==> config.mk <==
export PLATFORM = sky130hd
export DESIGN_NAME = user_mem_loader
export DESIGN_NICKNAME = d
export VERILOG_FILES = /design/src/rtl/user_mem_loader.sv
export SDC_FILE = /design/constraint.sdc
export NUM_CORES = 1
export LEC_CHECK = 0
export ABC_AREA = 1
export BUFFER_PORTS_ARGS = -buffer_cell sky130_fd_sc_hd__buf_2
export CAP_MARGIN = 25
export CORE_MARGIN = 2
export CORE_UTILIZATION = 45
export CTS_CLUSTER_DIAMETER = 80
export CTS_CLUSTER_SIZE = 14
export DETAILED_ROUTE_END_ITERATION = 8
export PLACE_DENSITY = 0.77
export SLEW_MARGIN = 20
export SYNTH_ARGS = -nofsm -noshare
export SYNTH_HDL_FRONTEND = slang
export SYNTH_SLANG_ARGS = --single-unit
==> constraint.sdc <==
create_clock -name clk -period 1.7 [get_ports clk]
set_clock_uncertainty 0.05 [all_clocks]
set_input_delay 0.085 -clock clk [delete_from_list [all_inputs] [get_ports clk]]
set_output_delay 0.085 -clock clk [all_outputs]
set_load 0.02 [all_outputs]
==> src/rtl/user_mem_loader.sv <==
// Host-side byte-stream loader for the 64 x 16 data memory.
// Parses {tag, base} / count / data-byte frames and freezes the core while writing.
module user_mem_loader #(
   parameter int unsigned ADDR_W  = 6,
   parameter int unsigned DATA_W  = 16,
   parameter logic [1:0]  HDR_TAG = 2'b10
) (
   input  logic              clk,
   input  logic              rst,
   input  logic [7:0]        in_data,
   input  logic              in_valid,
   output logic              in_ready,
   output logic              mem_we,
   output logic [ADDR_W-1:0] mem_addr,
   output logic [DATA_W-1:0] mem_wdata,
   output logic              cpu_hold,
   output logic              busy,
   output logic              load_done,
   output logic              load_err
);

   localparam logic [8:0]      MaxCount = 9'(1 << ADDR_W);
   localparam logic [ADDR_W:0] RemOne   = (ADDR_W+1)'(1);

   typedef enum logic [2:0] {StIdle, StCount, StHi, StLo, StWrite, StDone} state_e;

   state_e              state_q, state_d;
   logic [ADDR_W-1:0]   addr_q, addr_d;
   logic [ADDR_W:0]     rem_q, rem_d;
   logic [7:0]          hi_q, hi_d;
   logic [ADDR_W-1:0]   waddr_q, waddr_d;
   logic [DATA_W-1:0]   wdata_q, wdata_d;
   logic                hold_q, hold_d;
   logic                err_q, err_d;
   logic                accept;
   logic                count_ok;

   assign accept   = in_valid & in_ready;
   assign count_ok = (in_data != 8'd0) && ({1'b0, in_data} <= MaxCount);

   always_ff @(posedge clk) begin
      if (rst) begin
         state_q <= StIdle;
         addr_q  <= '0;
         rem_q   <= '0;
         hi_q    <= '0;
         waddr_q <= '0;
         wdata_q <= '0;
         hold_q  <= 1'b0;
         err_q   <= 1'b0;
      end else begin
         state_q <= state_d;
         addr_q  <= addr_d;
         rem_q   <= rem_d;
         hi_q    <= hi_d;
         waddr_q <= waddr_d;
         wdata_q <= wdata_d;
         hold_q  <= hold_d;
         err_q   <= err_d;
      end
   end

   always_comb begin
      state_d = state_q;
      addr_d  = addr_q;
      rem_d   = rem_q;
      hi_d    = hi_q;
      waddr_d = waddr_q;
      wdata_d = wdata_q;
      hold_d  = hold_q;
      err_d   = 1'b0;
      unique case (state_q)
         StIdle: begin
            if (accept) begin
               if (in_data[7:6] == HDR_TAG) begin
                  addr_d  = in_data[ADDR_W-1:0];
                  hold_d  = 1'b1;
                  state_d = StCount;
               end else begin
                  err_d = 1'b1;
               end
            end
         end
         StCount: begin
            if (accept) begin
               if (count_ok) begin
                  rem_d   = in_data[ADDR_W:0];
                  state_d = StHi;
               end else begin
                  err_d   = 1'b1;
                  hold_d  = 1'b0;
                  state_d = StIdle;
               end
            end
         end
         StHi: begin
            if (accept) begin
               hi_d    = in_data;
               state_d = StLo;
            end
         end
         StLo: begin
            if (accept) begin
               wdata_d = {hi_q, in_data};
               waddr_d = addr_q;
               state_d = StWrite;
            end
         end
         StWrite: begin
            // Address wraps naturally at the top of memory.
            addr_d  = addr_q + 1'b1;
            rem_d   = rem_q - 1'b1;
            state_d = (rem_q == RemOne) ? StDone : StHi;
         end
         StDone: begin
            hold_d  = 1'b0;
            state_d = StIdle;
         end
         default: state_d = StIdle;
      endcase
   end

   always_comb begin
      in_ready  = 1'b0;
      mem_we    = 1'b0;
      load_done = 1'b0;
      busy      = (state_q != StIdle);
      unique case (state_q)
         StIdle, StCount, StHi, StLo: in_ready = ~rst;
         StWrite:                     mem_we    = 1'b1;
         StDone:                      load_done = 1'b1;
         default:                     in_ready  = 1'b0;
      endcase
   end

   assign mem_addr  = waddr_q;
   assign mem_wdata = wdata_q;
   assign cpu_hold  = hold_q;
   assign load_err  = err_q;

endmodule
==> results.toml, run 1 <==
[timing]
period_needed_ns = 1.53
max_freq_mhz = 652
maxSlewViolCount = 0
max-slew-margin-rel = 0.687
period_share = 0.902
rsz0062_at_grt = "no"
tightest_slew_ns = 0.469
fin_tns_setup_ns = 0
setup_violations = 0
finalHoldViolCount = 0
hold_ws_ns = 0.00353

[synth]
synth-compound-area-share = 0.147
synth_cells = 326
ys_ff_latch = 48
yosys_most_used_dff = "dfxtp_1"
syn_area_per_cell_um2 = 7.00
yosysSeqAreaShare = 0.421
ys_warn_count = 0
synth_area_um2 = 2280
synthAdderAreaFrac = 0.0164
synth_top_family_by_area = "simple AND/OR/NAND/NOR gates"
syn_nets = 340
synthMuxAreaShare = 0
async_flop_share = 0
synth-xor-area-share = 0.00384
synth-edff-count = 0
ys_types = 28
synthSimpleGateAreaFrac = 0.328

[final_layout]
final_common_cell = "nand2_1"
layout.nets = 379
final_cells = 433
final_layout_size_suffix_gt1_frac = 0.202
mostFrequentLayoutCells = "nand2_1 (62), nor2_1 (49), dfxtp_1 (46)"
diodes = 0
design_area_um2 = 2680
area_delta_synth_final_pct = 17.6
fillCellCount = 483

[pwr]
cellPowerDensity_nw_per_um2 = 810
seqPwrFrac = 0.528
p_sw_frac = 0.248
clkPwrFrac = 0.394
p_switching_w = 0.000538
internal_power_w = 0.00164
leakagePower_nw = 1.19
irDropWorstVdd_v = 0.000572
comb_power_share = 0.078

[setup_path]
cp.arrival_ns = 1.69
endpoint_kind = "register"
path_common_cell = "nor2_1"
cp-start-kind = "register"
path_cells = "inv_2 > nor2_4 > nand2_1 > nor2_1 > nand3_2 > nand2_4 > nand2_2 > nor2_1 > nor2_1"
crit_type = "register to register"
crit_required_ns = 1.86
cpMaxStageDelayCell = "dfxtp_1"
cp_max_fo = 9
max_stage_delay_ns = 0.35

[detailed_routing]
drc = 0
routedWlPerCell_um = 12.5
ant_nets = 0
num_vias = 2193
drt_iter0_drc = 118
drtPass1Iterations = 4
wl_mm = 5.42
vias_per_cell = 5.06

[clocking]
root_buffer = "clkbuf_8"
cts_tree = "yes"
htreeDepth = 2
holdBufCountCts = 0
path_clk_slew_ns = 0.10
clk_latency_ns = 0.31
clock_sinks = 48
clockBufferDepth = 2
numCtsBuffers = 5

[placed_design]
placement.cell_area_um2 = 2550
place_congestion = 0.860
io_buffers = 38
dp_cells = 424
post-dp-hpwl_mm = 3.95

[global_routing]
antenna_found_initial = 0
grt_first_pass_wirelength_mm = 9.02
grt_max_degree = 24
grt_pass1_vias = 1943
track_usage = 0.208
overflow = 0

[floorplanning]
fp-row-count = 25
die_w_um = 75.2
die-area_um2 = 5660
start_util = 0.474
ioPinCount = 39
die_y_um = 75.2
core_area_um2 = 4820

[outcome]
status = "finished, final reports clean"

[min_path]
hold_class = "input pin to register"

[job]
maxCapViolCount = 0
## what timing repair did
action / CTS / global route
buffers inserted: 0 / 1
endpoints found under the setup margin: 0 / 5
gates resized for setup: 0 / 3
## metal layers
layer	global-route usage	vias up	wire length (µm)
met5	0	-	0
met4	0.0487	0	51
met3	0.0388	4	315
met2	0.327	65	2440
met1	0.297	978	2620
li1	-	1146	-
## synth_stat cells (4+ instances only)
| master | instances | area share |
|---|---|---|
| inv_2 | 5 | 0.0082 |
| inv_1 | 23 | 0.038 |
| o21ai_0 | 20 | 0.044 |
| clkbuf_1 | 4 | 0.0066 |
| nand3b_1 | 4 | 0.013 |
| dfxtp_1 | 48 | 0.42 |
| a21oi_1 | 39 | 0.086 |
| nand3_1 | 32 | 0.070 |
| nor2_1 | 50 | 0.082 |
| buf_2 | 6 | 0.013 |
| o21ai_1 | 4 | 0.0088 |
| nand2_1 | 62 | 0.10 |
## cells by family (layout without fill, tap and decap cells)
group           Yosys count  in the layout
simple gates            165            165
buf+inv                  43             83
compound gates           66             66
fa+ha+maj                 3              3
flops                    48             48
xor+xnor                  1              1
## metrics by stage
step           worst slack (ns)   util  power, W
2_1_floorplan             0.119      -   0.00128
3_3_place_gp              0.164  0.530   0.00134
3_5_place_dp              0.112  0.530   0.00134
4_1_cts                  0.0914  0.555   0.00218
5_1_grt                 0.00666  0.557   0.00225
6_report                  0.167  0.557   0.00217
## area by class of cell
type | count | area, µm² | share of cell area
flip-flops and latches | 48 | 963 | 0.359
clock inverters | 3 | 47.5 | 0.0177
clock buffers | 5 | 68.8 | 0.0256
multi-input cells | 235 | 1130 | 0.422
well taps | 67 | 83.8 | 0.0312
inverters | 29 | 111 | 0.0415
repair buffers | 46 | 275 | 0.103
## flip-flops by register name (all words and copies together) (netlist names)
signal,cells
mem_wdata,16
hi_q,8
rem_q,7
addr_q,6
mem_addr,6
state_q,3
cpu_hold,1
load_err,1
## power groups by stage
| stage | logic, W | clock network, W | registers, W |
|---|---|---|---|
| final | 0.000170 | 0.000856 | 0.00115 |
| after global routing | 0.000191 | 0.000912 | 0.00115 |
| after CTS | 0.000169 | 0.000860 | 0.00115 |
| after detailed placement | 0.000168 | 0 | 0.00117 |
| after global placement | 0.000168 | 0 | 0.00117 |
| after floorplan | 0.000107 | 0 | 0.00118 |
## worst max-delay path, delay by kind of cell (launching register included)
family	cells	cell delay (ns)
and+or+nand+nor	8	0.95
buffers and inverters	1	0.09
DFF	1	0.35
## worst paths after layout
check / from / endpoint / slack, ns / depth (start not counted)
hold reg to reg: mem_addr[3] / mem_addr[3] / 0.41 / 2
hold / removal: in_data[6] / mem_wdata[6] / 0.004 / 3
setup / recovery: state_q[0] / rem_q[6] / 0.17 / 9
setup reg to reg: state_q[0] / rem_q[6] / 0.17 / 9
Note: power is estimated with default switching activity, not from simulation.
==> inputs of run 2 (changes only) <==
Settings changed: PLACE_DENSITY 0.77 to 0.78.
==> results.toml, run 2 (synthesized netlist as in run 1, its figures left out) <==
[setup_path]
cp.depth = 9
cp.arrival_ns = 1.72
crit_type = "register to register"
r2r_cells = 9
critical-path-top-delay-family = "simple AND/OR/NAND/NOR gates"
max_stage_delay_ns = 0.39
reg2reg_slack_ns = 0.13
cpMaxStageDelayCell = "dfxtp_1"
reg2reg_to = "rem_q[2]"
endpoint_kind = "register"
crit_required_ns = 1.85
cp_max_fo = 14
cp-start-kind = "register"
crit_buf_inv = 2
r2r_start = "state_q[1]"
path_common_cell = "nand2_1"
path_cells = "inv_2 > nand2_2 > nor2_4 > inv_4 > nand2_1 > nand2_1 > nand3b_1 > nand2_1 > nor2_1"

[final_layout]
layout.nets = 380
diodes = 0
area_delta_synth_final_pct = 17.0
final_layout_size_suffix_gt1_frac = 0.202
final_common_cell = "nand2_1"
largest_register_ff_count = 16
mostFrequentLayoutCells = "nand2_1 (61), nor2_1 (50), dfxtp_1 (47)"

[timing]
maxSlewViolCount = 0
max-slew-margin-rel = 0.738
max_freq_mhz = 638
period_share = 0.922
period_needed_ns = 1.57
finalHoldViolCount = 0
hold_ws_ns = 0.0137
setup_violations = 0
tightest_slew_ns = 0.392

[global_routing]
overflow = 0
antenna_found_initial = 0
grt_max_degree = 27
grt_pass1_vias = 2112
grt_first_pass_wirelength_mm = 9.38
track_usage = 0.213

[detailed_routing]
drtPass1Iterations = 4
vias_per_cell = 5.15
routedWlPerCell_um = 12.8
num_vias = 2234
ant_nets = 0
drt_iter0_drc = 159
wl_mm = 5.55
drc = 0

[clocking]
htreeDepth = 2
path_clk_slew_ns = 0.09
clk_latency_ns = 0.31
clockBufferDepth = 2
clock_sinks = 48
root_buffer = "clkbuf_8"
cts_tree = "yes"
numCtsBuffers = 5
holdBufCountCts = 0

[floorplanning]
core_area_um2 = 4820
die_y_um = 75.2
ioPinCount = 39
start_util = 0.474
die-area_um2 = 5660
fp-row-count = 25
die_w_um = 75.2

[min_path]
hold_path_depth = 3
hold_class = "input pin to register"
min_from = "in_data[6]"
hold_end = "mem_wdata[6]"

[pwr]
irDropWorstVdd_v = 0.000583
finalPower_w = 0.00220
cellPowerDensity_nw_per_um2 = 824
leakagePower_nw = 1.19

[outcome]
status = "finished, final reports clean"

[placed_design]
place_congestion = 0.884
post-dp-hpwl_mm = 3.88
io_buffers = 38

[job]
maxCapViolCount = 0
[run 2: cell types whose count changed in the layout (fill, tap and decap cells not counted), sizes merged]
cell    delta
clkinv     -1
clkbuf     +1
buf        +1
[run 2: stage by stage]
stage                     utilization  setup WS [ns]  cells  area, µm²  TNS (ns)
final                           0.554          0.132    434       2670         0
after global routing            0.554       -0.00155    434       2670  -0.00155
after CTS                       0.549         0.0758    431       2640         0
after detailed placement        0.524         0.0969    423       2520         0
after global placement          0.524          0.178    423       2520         0
after floorplan                     -          0.119    326       2280         0
[run 2: worst max-delay path by stage]
stage               start       end  slack, ns
2_1_floorplan  state_q[2]  cpu_hold       0.12
3_3_place_gp   state_q[2]  rem_q[5]       0.18
3_5_place_dp   state_q[2]  rem_q[2]        0.1
4_1_cts        state_q[2]  rem_q[2]       0.08
5_1_grt        state_q[1]  rem_q[5]     -0.002
6_report       state_q[1]  rem_q[2]       0.13
[run 2: worst reg2reg max path: cells and delay by family (launching register included)]
family,cells,cell delay (ns)
flip-flops,1,0.39
AND/OR/NAND/NOR,7,0.77
buffers and inverters,2,0.25
[run 2: area by class of cell]
type,instances,area (µm²)
clock inverters,2,38.8
inverters,29,111
clock buffers,6,82.6
flip-flops and latches,48,962
well taps,67,83.8
fillers,476,2150
repair buffers,47,258
multi-input cells,235,1130
[run 2: per-layer routing]
| metal | GRT usage | share of wire | vias up |
|---|---|---|---|
| li1 | - | - | 1150 |
| met1 | 0.278 | 0.46 | 1017 |
| met2 | 0.359 | 0.48 | 60 |
| met3 | 0.0415 | 0.051 | 7 |
| met4 | 0.0663 | 0.014 | 0 |
| met5 | 0 | 0 | - |
[run 2: what timing repair did]
item,4_1_cts,5_1_grt
buffers inserted,0,3
resized for setup,0,2
setup endpoints to repair,0,9
[run 2: where the power goes]
group / total, W / leakage (nW) / internal, W / switching [W]
logic: 0.000168 / 0.744 / 0.0000518 / 0.000116
registers: 0.00115 / 0.388 / 0.00114 / 0.0000117
clock network: 0.000884 / 0.0614 / 0.000481 / 0.000403
